`src/rtl/hazard_pkg.sv`:
```
// Shared constants for the hazard unit: forwarding mux selects and the
// multiplier tracker state encoding.
package hazard_pkg;

    localparam logic [1:0] FWD_RF = 2'b00;
    localparam logic [1:0] FWD_W  = 2'b01;
    localparam logic [1:0] FWD_M  = 2'b10;

    typedef enum logic {
        ST_IDLE = 1'b0,
        ST_BUSY = 1'b1
    } mulState_e;

endpackage

```
`src/rtl/hazard_mul_tracker.sv`:
```
// Multiplier scoreboard: follows one multiply from issue in E until its
// product is written, holding the destination's pending bit meanwhile.
// Only one multiply can be in flight, so a new issue is accepted in IDLE only.
module hazard_mul_tracker
    import hazard_pkg::*;
#(
    parameter int NREG    = 32,
    parameter int RAW     = 5,
    parameter int MUL_LAT = 4
) (
    input  logic            clk,
    input  logic            reset_n,
    input  logic            mulIssue,
    input  logic [RAW-1:0]  mulDst,
    output logic [NREG-1:0] pending,
    output logic            mulBusy,
    output logic            mulProdV
);

    localparam int CNT_W = $clog2(MUL_LAT);

    mulState_e       state;
    mulState_e       stateNext;
    logic [CNT_W-1:0] cnt;
    logic [CNT_W-1:0] cntNext;
    logic [RAW-1:0]   dstReg;
    logic [RAW-1:0]   dstNext;
    logic [NREG-1:0]  pendingNext;

    // Register the FSM state, latency counter, tracked destination and bitmap
    always_ff @(posedge clk or negedge reset_n) begin
        if (!reset_n) begin
            state   <= ST_IDLE;
            cnt     <= '0;
            dstReg  <= '0;
            pending <= '0;
        end else begin
            state   <= stateNext;
            cnt     <= cntNext;
            dstReg  <= dstNext;
            pending <= pendingNext;
        end
    end

    // Accept a multiply in IDLE, count down in BUSY, pulse when the product lands
    always_comb begin
        stateNext   = state;
        cntNext     = cnt;
        dstNext     = dstReg;
        pendingNext = pending;
        mulProdV    = 1'b0;
        case (state)
            ST_IDLE: begin
                if (mulIssue) begin
                    stateNext            = ST_BUSY;
                    cntNext              = CNT_W'(MUL_LAT - 1);
                    dstNext              = mulDst;
                    pendingNext[mulDst]  = 1'b1;
                end
            end
            ST_BUSY: begin
                cntNext = cnt - 1'b1;
                if (cnt == CNT_W'(1)) begin
                    mulProdV            = 1'b1;
                    stateNext           = ST_IDLE;
                    pendingNext[dstReg] = 1'b0;
                end
            end
            default: begin
                stateNext = ST_IDLE;
            end
        endcase
        pendingNext[0] = 1'b0;
    end

    assign mulBusy = (state == ST_BUSY);

endmodule

```
`src/rtl/hazard_scoreboard.sv`:
```
// Hazard/forwarding unit for the 5-stage pipeline: E/D forwarding selects,
// load-use / branch / scoreboard stalls and the multiplier structural stall.
// Optional saturating stall/flush counters are built when HAZARD_PERF_CNT_EN
// is defined.
module hazard_scoreboard
    import hazard_pkg::*;
#(
    parameter int NREG    = 32,
    parameter int RAW     = 5,
    parameter int MUL_LAT = 4
`ifdef HAZARD_PERF_CNT_EN
    ,
    parameter int PERF_W  = 32
`endif
) (
    input  logic           clk,
    input  logic           reset_n,
    input  logic [RAW-1:0] rs_d,
    input  logic [RAW-1:0] rt_d,
    input  logic [RAW-1:0] rs_e,
    input  logic [RAW-1:0] rt_e,
    input  logic [RAW-1:0] write_reg_e,
    input  logic [RAW-1:0] write_reg_m,
    input  logic [RAW-1:0] write_reg_w,
    input  logic           reg_write_e,
    input  logic           reg_write_m,
    input  logic           reg_write_w,
    input  logic           mem_to_reg_e,
    input  logic           mem_to_reg_m,
    input  logic           branch_d,
    input  logic           mul_issue_e,
    input  logic [RAW-1:0] mul_dst_e,
    output logic [1:0]     forward_ae,
    output logic [1:0]     forward_be,
    output logic           forward_ad,
    output logic           forward_bd,
    output logic           stall_f,
    output logic           stall_d,
    output logic           flush_e,
    output logic           stall_e,
    output logic           mul_busy,
    output logic           mul_prod_v
`ifdef HAZARD_PERF_CNT_EN
    ,
    output logic [PERF_W-1:0] stall_cnt,
    output logic [PERF_W-1:0] flush_cnt
`endif
);

    logic [NREG-1:0] pending;
    logic            lwStall;
    logic            brStall;
    logic            sbStall;
    logic            hazardStall;

    hazard_mul_tracker #(
        .NREG    (NREG),
        .RAW     (RAW),
        .MUL_LAT (MUL_LAT)
    ) mulTracker (
        .clk      (clk),
        .reset_n  (reset_n),
        .mulIssue (mul_issue_e),
        .mulDst   (mul_dst_e),
        .pending  (pending),
        .mulBusy  (mul_busy),
        .mulProdV (mul_prod_v)
    );

    // E-stage operand selects: M result is newer than W, so it wins
    always_comb begin
        forward_ae = FWD_RF;
        forward_be = FWD_RF;
        if (rs_e != '0 && rs_e == write_reg_m && reg_write_m)
            forward_ae = FWD_M;
        else if (rs_e != '0 && rs_e == write_reg_w && reg_write_w)
            forward_ae = FWD_W;
        if (rt_e != '0 && rt_e == write_reg_m && reg_write_m)
            forward_be = FWD_M;
        else if (rt_e != '0 && rt_e == write_reg_w && reg_write_w)
            forward_be = FWD_W;
    end

    // D-stage branch comparator takes the M result directly
    assign forward_ad = (rs_d != '0) && (rs_d == write_reg_m) && reg_write_m;
    assign forward_bd = (rt_d != '0) && (rt_d == write_reg_m) && reg_write_m;

    // Stall sources: load-use, unresolved branch operands, pending multiply
    always_comb begin
        lwStall = mem_to_reg_e && (write_reg_e != '0) &&
                  (rs_d == write_reg_e || rt_d == write_reg_e);
        brStall = branch_d &&
                  ((reg_write_e && write_reg_e != '0 &&
                    (rs_d == write_reg_e || rt_d == write_reg_e)) ||
                   (mem_to_reg_m && write_reg_m != '0 &&
                    (rs_d == write_reg_m || rt_d == write_reg_m)));
        sbStall = pending[rs_d] || pending[rt_d];
        hazardStall = lwStall || brStall || sbStall;
    end

    // A waiting second multiply freezes E, so the front end holds without a bubble
    assign stall_e = mul_issue_e && mul_busy;
    assign stall_f = stall_e || hazardStall;
    assign stall_d = stall_e || hazardStall;
    assign flush_e = hazardStall && !stall_e;

`ifdef HAZARD_PERF_CNT_EN
    // Saturating counts of stalled and flushed cycles
    always_ff @(posedge clk or negedge reset_n) begin
        if (!reset_n) begin
            stall_cnt <= '0;
            flush_cnt <= '0;
        end else begin
            if (stall_d && stall_cnt != '1)
                stall_cnt <= stall_cnt + 1'b1;
            if (flush_e && flush_cnt != '1)
                flush_cnt <= flush_cnt + 1'b1;
        end
    end
`endif

endmodule

```
`config.mk`:
```
export PLATFORM = sky130hd
export DESIGN_NAME = hazard_scoreboard
export DESIGN_NICKNAME = d
export VERILOG_FILES = /design/src/rtl/hazard_pkg.sv /design/src/rtl/hazard_mul_tracker.sv /design/src/rtl/hazard_scoreboard.sv
export SDC_FILE = /design/constraint.sdc
export NUM_CORES = 1
export LEC_CHECK = 0
export ABC_AREA = 1
export BUFFER_PORTS_ARGS = -buffer_cell sky130_fd_sc_hd__buf_2
export CAP_MARGIN = 20
export CORE_UTILIZATION = 30
export CTS_BUF_LIST = sky130_fd_sc_hd__clkbuf_4
export DETAILED_ROUTE_END_ITERATION = 8
export PLACE_DENSITY = 0.53
export SLEW_MARGIN = 40
export SYNTH_ARGS = -nofsm -noshare
export SYNTH_HDL_FRONTEND = slang
export SYNTH_SLANG_ARGS = --single-unit
```
`constraint.sdc`:
```
create_clock -name clk -period 4.05 [get_ports clk]
set_input_delay 1.215 -clock clk [delete_from_list [all_inputs] [get_ports clk]]
set_output_delay 1.215 -clock clk [all_outputs]
set_load 0.005 [all_outputs]
```
==> results of run 1 <==
## flip-flops by register name, indices dropped and copies added (netlist names)
register            flops
mulTracker.cnt          2
mulTracker.dstReg       5
mulTracker.mulBusy      1
mulTracker.pending     31
## worst max-delay path by stage
stage | start | end | slack [ns]
floorplan | rs_d[1] | stall_f | 0.55
global placement | rs_d[0] | stall_d | 0.28
detailed placement | rs_d[0] | stall_f | 0.24
CTS | rs_d[0] | stall_f | 0.23
global route | rs_d[0] | stall_d | 0.09
finish | rs_d[0] | stall_f | 0.24
## routing by layer
layer  vias to the layer above  wire length (um)  track usage [%]
li1                       1720                 -                -
met1                      1602              4580             25.4
met2                       108              4400             32.0
met3                        12               496             2.02
met4                         0               161             5.63
met5                         -                 0                0
## worst max-delay path: stages
cell     delay, ns
buf_2         0.30
inv_2         0.20
nand2_1       0.09
nand3_1       0.07
nand3_1       0.08
nand4_1       0.10
nand3_1       0.09
nand2_1       0.06
nor2_2        0.14
nand3_1       0.10
buf_2         0.14
## cell usage in the layout, fill, tap and decap left out, types with 2 or more instances in the layout
cell type,Yosys,final
a211oi_1,2,2
dfrtp_1,39,39
a21oi_2,2,2
nor2_1,37,37
nor4_1,4,4
o2111ai_1,2,2
buf_4,5,3
xor2_1,7,7
clkbuf_4,0,5
o211ai_1,4,4
nor3_1,6,6
a21oi_1,6,6
inv_1,66,66
buf_2,8,59
or2_1,3,3
xnor2_1,7,7
inv_2,3,3
nand2_1,151,151
o21ai_0,72,72
nand4_1,3,3
o22ai_1,2,2
nand3_1,62,62
## cells by family (layout without fill, tap and decap cells)
group | count (synthesis) | after routing | synth area share (%)
adders and majority gates | 1 | 1 | 0.407
DFF | 39 | 39 | 31.8
xor gates and xnor gates | 14 | 14 | 3.99
AOI/OAI and AO/OA | 92 | 92 | 16.2
and+or+nand+nor | 267 | 267 | 36.3
buffers and inverters | 83 | 139 | 11.3
## per-stage QoR
stage | util [%] | power [mW] | cell area, um^2 | instances | setup WS (ns)
floorplan | - | 1.10 | 3070 | 496 | 0.554
global placement | 35.1 | 1.33 | 3460 | 677 | 0.281
detailed placement | 35.1 | 1.34 | 3470 | 677 | 0.236
CTS | 35.9 | 1.60 | 3540 | 685 | 0.233
global route | 35.9 | 1.75 | 3540 | 685 | 0.0888
finish | 35.9 | 1.60 | 3540 | 685 | 0.237
## power breakdown
group          leakage (nW)  switching, mW  internal [mW]
clock network        0.0426          0.132          0.127
registers             0.405          0.150          0.552
logic                  1.39          0.411          0.225
total                  1.84          0.693          0.904
## layout make-up
| type | instances | area [um^2] |
|---|---|---|
| Timing Repair Buffer | 62 | 318 |
| Inverter | 69 | 259 |
| Multi-Input combinational cell | 374 | 1750 |
| Fill cell | 1113 | 6320 |
| Sequential cell | 39 | 976 |
| Clock inverter | 3 | 38.8 |
| Tap cell | 133 | 166 |
| Clock buffer | 5 | 37.5 |
==> flow_summary.json, run 1 <==
{
  "run_status": "finished, final reports clean",
  "cts-buffers-inserted": 5,
  "drive_above_1_share_pct": 13.6,
  "insertedDiodeCount": 0,
  "root_buffer": "clkbuf_4",
  "final.setup_skew_ns": 0.00953,
  "tns_ns": 0,
  "cellLeakagePower_nw": 1.84,
  "die-width_um": 103,
  "worst-slew-pin-transition_ns": 0.508,
  "drt_first_iter_violations": 136,
  "via_per_instance_ratio": 5.02,
  "drc": 0,
  "nNetsFinal": 601,
  "drt_pre_antenna_iters": 5,
  "post_synth.cell_area_avg_um2": 6.19,
  "wl_per_cell_um": 14.1,
  "floorplan.initialDensity_pct": 31.1,
  "clkSinkCount": 39,
  "dominantRegCellSynth": "dfrtp_1",
  "die_area_um2": 10600,
  "synth_seq_area_share_pct": 31.8,
  "routabilityCongestion": 0.849,
  "report.final.hold_viol_count": 0,
  "hold_path_depth": 2,
  "rr_endpoint": "mulTracker.pending[25]$_DFFE_PN0P_",
  "vias_in_the_first_global_route": 3087,
  "worstRegToRegCells": 5,
  "post-synth-top-area-fraction_pct": 31.8,
  "synthesis.nets": 546,
  "worst-endpoint-arrival_ns": 2.60,
  "grt_first_pass_wirelength_um": 15500,
  "path_class": "primary input to output pin",
  "grt_antenna_before_repair": 0,
  "ctsLongestPathBuffers": 2,
  "startpoint_type_of_the_worst_setup_path": "primary input",
  "post_synth_num_cell_types": 26,
  "ys.warnings.count": 0,
  "period_needed_ns": 3.81,
  "r2r-start": "mulTracker.mulBusy$_DFF_PN0_",
  "yosys.cell_count.top_type": "nand2_1",
  "critPathRequiredTime_ns": 2.83,
  "grt_max_degree": 40,
  "synthesized_netlist_cell_count": 496,
  "post-synth-top-area-cell": "dfrtp_1",
  "cts_hold_buffers": 0,
  "design.portCount": 61,
  "hp-start": "mulTracker.pending[20]$_DFFE_PN0P_",
  "critical_path.endpoint_type": "output pin",
  "timing.final.max_slew_violations": 0,
  "gr-usage-all-layers_pct": 18.9,
  "final.hold.worst_slack_ns": 0.514,
  "peakVddDrop_v": 0.000324,
  "setup.reg_to_reg.worst_slack_ns": 2.32,
  "tritoncts_clock_tree": "yes",
  "yosys-top-cells-area": "dfrtp_1 (32%), nand2_1 (18%), o21ai_0 (12%), nand3_1 (10%), inv_1 (8.1%)",
  "post_synth_instance_area_um2": 3070,
  "fp.coreArea_um2": 9860,
  "clkTransAtPathRegs_ns": 0.12,
  "detailedPlacementHpwl_um": 7460,
  "layout-area-overhead-vs-synth_pct": 15.4,
  "vias": 3442,
  "timing.critical_path.fanout_max": 18,
  "post-cts-setup-buffer-count": 0,
  "number_of_max_capacitance_violations_reported": 0,
  "maxClockFrequency_mhz": 262,
  "setup_viol": 0,
  "clk-insertion-delay-late_ns": 0.35,
  "post-route-period-util_pct": 94.1,
  "max_slew_margin_pct": 66.1,
  "ys_async_sr_fraction_pct": 100,
  "worst_hold_path.endpoint": "mulTracker.pending[20]$_DFFE_PN0P_",
  "placementRows": 36,
  "rsz0062_at_grt": "no",
  "postSynthRegisterBits": 39,
  "postCtsResizedCells": 0,
  "totalWireLength_um": 9640,
  "detail-route-antenna-nets": 0,
  "numPortBuffers": 60,
  "power.density_nw_per_um2": 451,
  "leftover_overflow_at_the_end_of_global_routing": 0,
  "hp-class": "register to register",
  "cts_max_level": 2,
  "commonest_cells_post_synth": "nand2_1 (151), o21ai_0 (72), inv_1 (66)",
  "die-height_um": 103,
  "synth_enable_flop_cells": 0
}
(Power assumes the default switching activity.)
==> run 2: changes to the inputs <==
- ABC_AREA: 1 -> unset
==> run 2 against run 1 <==
Compared with the run above:
- synthesized area down 7.9%
- synthesized cell count down 35%
- worst setup slack worse by 0.071 ns
- cell area down 6.2%
- fmax down 1.8%
- count of clock-buffer cells in the layout unchanged
- sequential share of layout area up 1.8 points
- die area down 7.8%
- global-route usage down 2.5 points
- sequential cell count unchanged
- final cell count down 28%
- worst hold slack worse by 0.015 ns
==> flow_summary.json, run 2 <==
{
  "post-synth-top-area-cell": "dfrtp_1",
  "leftover_overflow_at_the_end_of_global_routing": 0,
  "power.density_nw_per_um2": 483,
  "cellInternalPower_mw": 0.975,
  "synthesized_netlist_cell_count": 321,
  "ys.warnings.count": 0,
  "setup_viol": 0,
  "synth_seq_area_share_pct": 34.5,
  "vias": 2618,
  "drc": 0,
  "run_status": "finished, final reports clean",
  "commonest_cells_after_routing_fill_and_taps_aside": "o21ai_0 (63), buf_2 (58), dfrtp_1 (39)",
  "largest_reg_flops": 31,
  "clockPowerShare_pct": 15.8,
  "placementRows": 35,
  "cts-buffers-inserted": 5,
  "path_delay_family": "multiplexers",
  "period_needed_ns": 3.88,
  "layout-area-overhead-vs-synth_pct": 17.4,
  "cellLeakagePower_nw": 1.31,
  "drive_above_1_share_pct": 21.8,
  "synthesis.nets": 371,
  "critPathRequiredTime_ns": 2.83,
  "hp-class": "register to register",
  "critical_path.cell_chain": "buf_6, mux4_1, mux2i_1, nor2_1, nor4_4, nand3b_1, buf_2",
  "numPortBuffers": 60,
  "path_class": "primary input to output pin",
  "grt_first_pass_wirelength_um": 12700,
  "startpoint_type_of_the_worst_setup_path": "primary input",
  "max_slew_margin_pct": 50.4,
  "drt_first_iter_violations": 119,
  "design.portCount": 61,
  "insertedDiodeCount": 0,
  "grt_max_degree": 40,
  "number_of_max_capacitance_violations_reported": 0,
  "clkTransAtPathRegs_ns": 0.11,
  "final.setup_skew_ns": 0.0118,
  "layout_top_registers": "mulTracker.pending (31), mulTracker.dstReg (5), mulTracker.cnt (2)",
  "yosys-top-cells-area": "dfrtp_1 (34%), o21ai_0 (11%), xnor2_1 (7.4%), mux2i_1 (7.1%), xor2_1 (5.0%)",
  "floorplan.initialDensity_pct": 30.8,
  "clk-insertion-delay-late_ns": 0.35,
  "timing.critical_path.fanout_max": 6,
  "tritoncts_clock_tree": "yes",
  "gr-usage-all-layers_pct": 16.4,
  "post-synth-top-area-fraction_pct": 34.5,
  "largest_register": "mulTracker.pending",
  "detail-route-antenna-nets": 0,
  "vias_in_the_first_global_route": 2545,
  "via_per_instance_ratio": 5.33,
  "worst-slew-pin-transition_ns": 0.741,
  "critical_path_buf_inv_count": 2,
  "power.share.combinational_pct": 37.2,
  "total_switching_power_mw": 0.628,
  "final_cell_count_no_fill": 491,
  "dominantRegCellSynth": "dfrtp_1",
  "post-cts-setup-buffer-count": 0,
  "totalPowerFinal_mw": 1.60,
  "die-width_um": 99.1,
  "cts_max_level": 2,
  "wl_per_cell_um": 15.9,
  "timing.critical_path.slowest_cell_delay_ns": 0.55,
  "sw_frac_of_total_pct": 39.2,
  "postSynthRegisterBits": 39,
  "post-route-period-util_pct": 95.9,
  "post_synth_instance_area_um2": 2830,
  "grt_antenna_before_repair": 0,
  "synth_enable_flop_cells": 0,
  "maxClockFrequency_mhz": 257,
  "totalWireLength_um": 7790,
  "routabilityCongestion": 0.773,
  "layout.cells.most_common": "o21ai_0",
  "nFillCells": 971,
  "die-height_um": 99.1,
  "sequential_share_of_power_pct": 47.0,
  "rsz0062_at_grt": "no",
  "detailedPlacementHpwl_um": 6070,
  "die_area_um2": 9820,
  "post_synth_num_cell_types": 41,
  "post-place-cells": 483,
  "post_synth.cell_area_avg_um2": 8.81,
  "peakVddDrop_v": 0.000275,
  "timing.final.max_slew_violations": 0,
  "drt_pre_antenna_iters": 4,
  "yosys.cell_count.top_type": "o21ai_0",
  "critical_path.endpoint_type": "output pin",
  "ys_async_sr_fraction_pct": 100,
  "nNetsFinal": 429,
  "critical-path-slowest-cell": "mux4_1",
  "report.final.hold_viol_count": 0,
  "commonest_cells_post_synth": "o21ai_0 (63), dfrtp_1 (39), nand2_1 (32)",
  "ctsLongestPathBuffers": 2,
  "fp.coreArea_um2": 9200,
  "worst-endpoint-arrival_ns": 2.67,
  "clkSinkCount": 39,
  "root_buffer": "clkbuf_4",
  "cts_hold_buffers": 0
}
run 2: cell types whose count changed in the layout (fill, tap and decap cells not counted), sizes merged, moves of 7 or more:
| cell | previous run | this run |
|---|---|---|
| nand3 | 62 | 9 |
| o21ai | 72 | 63 |
| nand3b | 0 | 7 |
| mux2i | 0 | 20 |
| xor2 | 7 | 16 |
| nor2 | 38 | 19 |
| nor2b | 0 | 8 |
| nand2 | 151 | 32 |
| xnor2 | 7 | 24 |
| inv | 69 | 2 |
run 2: layout make-up:
cell class              count  area, um^2  share of cell area, %
multi-input cells         263        1750                   52.8
flip-flops and latches     39         976                   29.4
repair buffers             68         369                   11.1
well taps                 111         139                   4.18
clock inverters             3        38.8                   1.17
clock buffers               5        37.5                   1.13
inverters                   2        7.51                  0.226
run 2: cell families after synthesis:
family | synth area share, %
adders and majority gates | 0.442
buffers and inverters | 3.98
AOI/OAI and AO/OA | 17.1
DFF | 34.5
muxes | 12.3
and+or+nand+nor | 19.3
xor gates and xnor gates | 12.4
run 2: worst paths after layout:
| kind | slack [ns] | to | startpoint | cells after the start |
|---|---|---|---|---|
| setup / recovery | 0.17 | stall_d | rs_d[0] | 7 |
| hold / removal | 0.50 | mulTracker.cnt[0]$_DFFE_PN0P_ | mulTracker.cnt[0]$_DFFE_PN0P_ | 1 |
| setup reg to reg | 2.24 | mulTracker.pending[3]$_DFFE_PN0P_ | mulTracker.cnt[0]$_DFFE_PN0P_ | 5 |
| hold reg to reg | 0.50 | mulTracker.cnt[0]$_DFFE_PN0P_ | mulTracker.cnt[0]$_DFFE_PN0P_ | 1 |
| max in group asynchronous | 2.88 | mulTracker.pending[6]$_DFFE_PN0P_ | reset_n | 1 |
| min in group asynchronous | 0.82 | mulTracker.cnt[0]$_DFFE_PN0P_ | reset_n | 1 |
run 2: stage by stage:
step	util (%)	TNS (ns)	instance area, um^2	worst slack, ns	hold WS [ns]
6_report	36.1	0	3320	0.166	0.500
5_1_grt	36.1	0	3320	0.0150	0.545
4_1_cts	35.9	0	3300	0.00126	0.503
3_5_place_dp	35.1	-0.0541	3230	-0.0272	0.482
3_3_place_gp	35.0	0	3220	0.0107	0.470
2_1_floorplan	-	0	2830	0.217	0.453
run 2: power by group through the flow:
stage / combinational (mW) / sequential, mW / clock [mW]
floorplan: 0.465 / 0.659 / 0
global placement: 0.588 / 0.754 / 0
detailed placement: 0.598 / 0.761 / 0
CTS: 0.600 / 0.752 / 0.258
global route: 0.688 / 0.787 / 0.277
finish: 0.597 / 0.753 / 0.254
run 2: timing repair:
action | in CTS | in global routing
gates resized for setup | 0 | 5
endpoints found under the setup margin | 2 | 3
pin swaps | 1 | 2
run 2: layer usage:
layer | wire, um | share of wire (%) | vias to the layer above | global-route usage, %
li1 | - | - | 1275 | -
met1 | 3650 | 47 | 1240 | 22.2
met2 | 3530 | 45 | 99 | 27.5
met3 | 560 | 7.2 | 4 | 2.67
met4 | 44 | 0.57 | 0 | 3.85
met5 | 0 | 0 | - | 0
